## src/rtl/bcd_display_driver.sv

```systemverilog
// Sequential double-dabble binary-to-BCD converter driving NUM_DIGITS active-low 7-segment displays.
// Optional build macro: BCD_DISPLAY_LEADING_ZERO_BLANK_EN blanks leading zero digits (digit 0 always shown).
module bcd_display_driver #(
    parameter int BIN_WIDTH  = 10,
    parameter int NUM_DIGITS = 3
) (
    input  logic                    clk,
    input  logic                    reset,
    input  logic                    start,
    input  logic [BIN_WIDTH-1:0]    value,
    input  logic                    enable,
    output logic                    busy,
    output logic                    done,
    output logic                    overflow,
    output logic [7*NUM_DIGITS-1:0] hex
);

    localparam int BCD_W = 4 * NUM_DIGITS;
    localparam int HEX_W = 7 * NUM_DIGITS;
    localparam int CNT_W = $clog2(BIN_WIDTH + 1);
    localparam logic [6:0] SEG_BLANK = 7'b1111111;
    localparam logic [6:0] SEG_DASH  = 7'b0111111;

    function automatic logic [31:0] pow10(input int n);
        logic [31:0] r;
        r = 32'd1;
        for (int i = 0; i < n; i++) r = r * 32'd10;
        return r;
    endfunction

    localparam logic [31:0] LIMIT = pow10(NUM_DIGITS);

    function automatic logic [6:0] seg7(input logic [3:0] d);
        case (d)
            4'd0:    seg7 = 7'b1000000;
            4'd1:    seg7 = 7'b1111001;
            4'd2:    seg7 = 7'b0100100;
            4'd3:    seg7 = 7'b0110000;
            4'd4:    seg7 = 7'b0011001;
            4'd5:    seg7 = 7'b0010010;
            4'd6:    seg7 = 7'b0000010;
            4'd7:    seg7 = 7'b1111000;
            4'd8:    seg7 = 7'b0000000;
            4'd9:    seg7 = 7'b0010000;
            default: seg7 = SEG_BLANK;
        endcase
    endfunction

    // One double-dabble step: add 3 to every nibble >= 5, then shift in the next binary bit.
    // The bit shifted out of the top nibble is dropped; the overflow flag covers that case.
    function automatic logic [BCD_W-1:0] dabble_step(input logic [BCD_W-1:0] b, input logic in_bit);
        logic [BCD_W-1:0] adj;
        for (int k = 0; k < NUM_DIGITS; k++) begin
            adj[4*k +: 4] = (b[4*k +: 4] >= 4'd5) ? b[4*k +: 4] + 4'd3 : b[4*k +: 4];
        end
        return (adj << 1) | BCD_W'(in_bit);
    endfunction

    typedef enum logic [1:0] {IDLE, SHIFT, FINISH} state_t;

    state_t               state, state_next;
    logic [BIN_WIDTH-1:0] shift_q;
    logic [BCD_W-1:0]     bcd_q;
    logic [CNT_W-1:0]     cnt_q;
    logic                 ovf_pending_q;
    logic [HEX_W-1:0]     pattern_q;
    logic [HEX_W-1:0]     pattern_new;
    logic [3:0]           digit;
    logic [31:0]          value_ext;
`ifdef BCD_DISPLAY_LEADING_ZERO_BLANK_EN
    logic                 nonzero_seen;
`endif

    assign value_ext = 32'(value);
    assign busy      = (state == SHIFT);
    assign done      = (state == FINISH);

    always_comb begin
        state_next = state;
        case (state)
            IDLE:    if (start) state_next = SHIFT;
            SHIFT:   if (cnt_q == CNT_W'(1)) state_next = FINISH;
            FINISH:  state_next = IDLE;
            default: state_next = IDLE;
        endcase
    end

    // Conversion datapath: load on accepted start, one bit per SHIFT cycle.
    always_ff @(posedge clk) begin
        case (state)
            IDLE: begin
                if (start) begin
                    shift_q       <= value;
                    bcd_q         <= '0;
                    cnt_q         <= CNT_W'(BIN_WIDTH);
                    ovf_pending_q <= (value_ext >= LIMIT);
                end
            end
            SHIFT: begin
                bcd_q   <= dabble_step(bcd_q, shift_q[BIN_WIDTH-1]);
                shift_q <= shift_q << 1;
                cnt_q   <= cnt_q - CNT_W'(1);
            end
            default: ;
        endcase
    end

    // Display pattern built from the finished BCD digits, most significant digit first.
    always_comb begin
        pattern_new = '0;
        digit       = '0;
`ifdef BCD_DISPLAY_LEADING_ZERO_BLANK_EN
        nonzero_seen = 1'b0;
`endif
        for (int k = NUM_DIGITS - 1; k >= 0; k--) begin
            digit = bcd_q[4*k +: 4];
            pattern_new[7*k +: 7] = seg7(digit);
`ifdef BCD_DISPLAY_LEADING_ZERO_BLANK_EN
            if (digit != 4'd0) begin
                nonzero_seen = 1'b1;
            end else if (!nonzero_seen && k != 0) begin
                pattern_new[7*k +: 7] = SEG_BLANK;
            end
`endif
        end
        if (ovf_pending_q) pattern_new = {NUM_DIGITS{SEG_DASH}};
    end

    // Control, stored pattern and display registers.
    always_ff @(posedge clk) begin
        if (reset) begin
            state     <= IDLE;
            overflow  <= 1'b0;
            pattern_q <= {HEX_W{1'b1}};
            hex       <= {HEX_W{1'b1}};
        end else begin
            state <= state_next;
            if (state == FINISH) begin
                pattern_q <= pattern_new;
                overflow  <= ovf_pending_q;
            end
            if (enable) begin
                hex <= (state == FINISH) ? pattern_new : pattern_q;
            end
        end
    end

endmodule

```

## config.mk

```make
export PLATFORM = sky130hd
export DESIGN_NAME = bcd_display_driver
export DESIGN_NICKNAME = d
export VERILOG_FILES = /design/src/rtl/bcd_display_driver.sv
export SDC_FILE = /design/constraint.sdc
export NUM_CORES = 1
export LEC_CHECK = 0
export BUFFER_PORTS_ARGS = -buffer_cell sky130_fd_sc_hd__buf_2
export CORE_ASPECT_RATIO = 0.7
export CORE_UTILIZATION = 64
export DETAILED_ROUTE_END_ITERATION = 7
export GPL_ROUTABILITY_DRIVEN = 0
export PLACE_DENSITY = 0.83
export SLEW_MARGIN = 30
export SYNTH_ARGS = -nofsm -noshare
export SYNTH_HDL_FRONTEND = slang
export SYNTH_SLANG_ARGS = --single-unit
```

## constraint.sdc

```tcl
create_clock -name clk -period 3.5 [get_ports clk]
set_clock_uncertainty 0.1 [all_clocks]
set_input_delay 0.175 -clock clk [delete_from_list [all_inputs] [get_ports clk]]
set_output_delay 0.175 -clock clk [all_outputs]
set_load 0.01 [all_outputs]
```

==> metrics.md <==
| Metric | Value |
|---|---|
| Yosys warning total | `0` |
| Critical path required time | `3690 ps` |
| Number of buffers created by CTS | `9` |
| Setup Crit Path Kind | `flop to flop` |
| Slew at the pin with the worst max-slew slack | `811 ps` |
| Setup slack, reg-to-reg | `830 ps` |
| Setup WS post-layout | `826 ps` |
| Synth unique cells | `43` |
| Rel. slew slack | `45.9%` |
| Wire per inst | `14.0 um` |
| Hpwl dp | `5720 um` |
| Async SR Flop Fraction | `0%` |
| Via count | `3404` |
| Vias/cell | `5.53` |
| Setup TNS | `0 ps` |
| DRT iter0 DRCs | `196` |
| Number of top-level pins | `38` |
| Vias in the first global route | `3155` |
| Hold Crit Class | `input port to flop` |
| Sink Count | `93` |
| Hold slack | `23.8 ps` |
| Max Clock Freq | `374 MHz` |
| Worst-path clk slew | `90 ps` |
| Status | `completed` |
| Max VDD drop | `0.301 mV` |
| Syn_nets | `520` |
| Critical-path top delay cell | `a2111o_1` |
| Avg Cell Area, Syn | `9.33 um^2` |
| Place WS | `890 ps` |
| NumNets Final | `553` |
| Antenna violations before repair | `0` |
| Row count | `25` |
| CP delay by family, top | `compound AO/OA/AOI/OAI gates` |
| Startpoint Class | `flop` |
| Largest net degree at the start of global routing | `46` |
| Gr ovfl total | `0` |
| Power Dens Cells | `502 nW/um^2` |
| Max Slew Vio Count | `0` |
| Crit path cell chain | `inv_1 > ha_1 > nand2b_1 > a2111o_1 > nand3_1 > inv_1 > ha_1 > mux2_2 > a22oi_2` |
| DR pass1 iterations | `7` |
| Detailed-route wire length | `8620 um` |
| Starting Density | `66.4%` |
| Hold violation count in the final report | `0` |
| N_diodes | `0` |
| Final period util | `76.4%` |
| Sequential area share after synthesis | `47.3%` |
| Leak Pwr | `0.00206 uW` |
| Fin area | `5000 um^2` |
| Synth-to-layout area growth | `11.0%` |
| CP peak stage delay | `440 ps` |
| Die Wd | `102 um` |
| Port Buffers | `37` |
| Mapped cell area | `4510 um^2` |
| Post-synthesis instance total | `483` |
| Fill count | `488` |
| Crit path buffers/inverters | `2` |
| Maximum clock insertion buffer count | `2` |
| Placed Area | `4710 um^2` |
| CP arrival | `2860 ps` |
| Die area | `7390 um^2` |
| TritonCTS clock tree | `yes` |
| Share of layout cells above drive strength 1 | `18.4%` |
| GRT Total Usage | `25.3%` |
| Clock Latency Late Sink | `360 ps` |
| Final setup violation count | `0` |
| Crit-path max FO | `8` |
| Post-route minimum period | `2670 ps` |
| First-pass GRT wire length | `14300 um` |
| Core area | `6790 um^2` |
| Flops & latches, synth | `93` |
| # H-tree levels | `3` |
| Post-synth EDFFs | `27` |
| DRC | `0` |
| Post-route ant nets | `0` |
| Cts repair resizes | `0` |
| Prevailing post-synth register cell | `dfxtp_1` |
| RSZ-0062 raised after global routing | `false` |
| Chip height | `72.2 um` |
| CP Capture Type | `flop` |
| Root buffer cell | `clkbuf_8` |
| Max_cap viols | `0` |
cells in the final DEF (no fill, tap or decap), types with 7 or more instances in the layout:
cell | synthesis | layout
or2_2 | 22 | 22
ha_1 | 23 | 23
nor2_1 | 77 | 77
nand2_1 | 44 | 44
a21oi_1 | 61 | 61
buf_2 | 4 | 38
dfxtp_1 | 66 | 66
nand2b_1 | 26 | 26
edfxtp_1 | 27 | 27
clkbuf_8 | 0 | 9
inv_1 | 19 | 19
mux2i_1 | 7 | 7
dlygate4sd3_1 | 0 | 7
tightest hold or removal path: stages:
cell	delay, ps
buf_2	90
nand2_1	50
nand2_1	60
kinds of logic (layout without fill, tap and decap cells):
| logic type | after synthesis | after routing | synth area share [%] |
|---|---|---|---|
| AND/OR/NAND/NOR | 198 | 198 | 20.8 |
| AO/OA/AOI/OAI | 101 | 101 | 16.6 |
| flip-flops | 93 | 93 | 47.3 |
| buffers and inverters | 49 | 87 | 4.91 |
| adder cells (fa/ha/maj) | 23 | 23 | 6.38 |
| XOR/XNOR | 10 | 10 | 1.94 |
| multiplexers | 9 | 9 | 2.05 |
report_power, final:
group,leakage [uW],switching [uW],internal (uW)
Clock,0.000112,382,410
Sequential,0.000817,59.5,1220
Combinational,0.00113,266,178
worst paths after layout:
check                from           end  cells after the start
max              bcd_q[4]          flop                      9
min              value[9]    shift_q[9]                      3
max reg2reg      bcd_q[4]          flop                      9
min reg2reg  pattern_q[7]  pattern_q[7]                      2
layout make-up:
class | count | area [um^2] | share of cell area (%)
flip-flops and latches | 93 | 2130 | 42.6
well taps | 94 | 118 | 2.35
repair buffers | 51 | 305 | 6.10
inverters | 20 | 75.1 | 1.50
clock inverters | 6 | 92.6 | 1.85
clock buffers | 10 | 128 | 2.55
multi-input cells | 341 | 2150 | 43.1
per-layer routing:
layer,GRT usage [%],vias up,wire length [um]
met5,0,-,0
met3,5.11,12,339
met2,42.2,76,4250
li1,-,1696,-
met4,9.21,0,90
met1,32.7,1620,3940
per-stage QoR:
step	power (uW)	util (%)	std cells
after floorplan	1630	-	483
after global placement	1700	69.4	591
after detailed placement	1730	69.4	591
after CTS	2520	73.7	614
after global routing	2630	73.7	615
final	2510	73.7	615
Yosys cell counts (all sizes together), types with 2 or more instances:
cell | number | share of area (%)
xnor2 | 5 | 0.97
ha | 23 | 6.4
a22oi | 7 | 1.4
edfxtp | 27 | 18
inv | 20 | 1.7
nor2 | 77 | 6.4
o32a | 2 | 0.44
nand2b | 26 | 3.6
clkbuf | 19 | 1.6
a2111oi | 3 | 1.8
a32oi | 3 | 0.58
a2111o | 3 | 0.75
buf | 10 | 1.6
nand4 | 4 | 0.56
mux2i | 7 | 1.6
a21oi | 61 | 6.8
mux2 | 2 | 0.50
o21ai | 3 | 0.33
nor3 | 6 | 0.67
a21o | 6 | 1.0
nor2b | 3 | 0.42
nor3b | 4 | 0.67
nand2 | 44 | 3.7
or2 | 23 | 3.2
a2bb2oi | 6 | 1.2
xor2 | 5 | 0.97
and2 | 5 | 0.75
a211oi | 3 | 1.1
o211ai | 3 | 1.1
dfxtp | 66 | 29
nand3 | 6 | 0.89
repair_timing:
action | in CTS | in global routing
hold buffers | 7 | 0
hold endpoints to repair | 7 | 0
setup buffers | 0 | 0
Power figures use the tool's default switching activity.
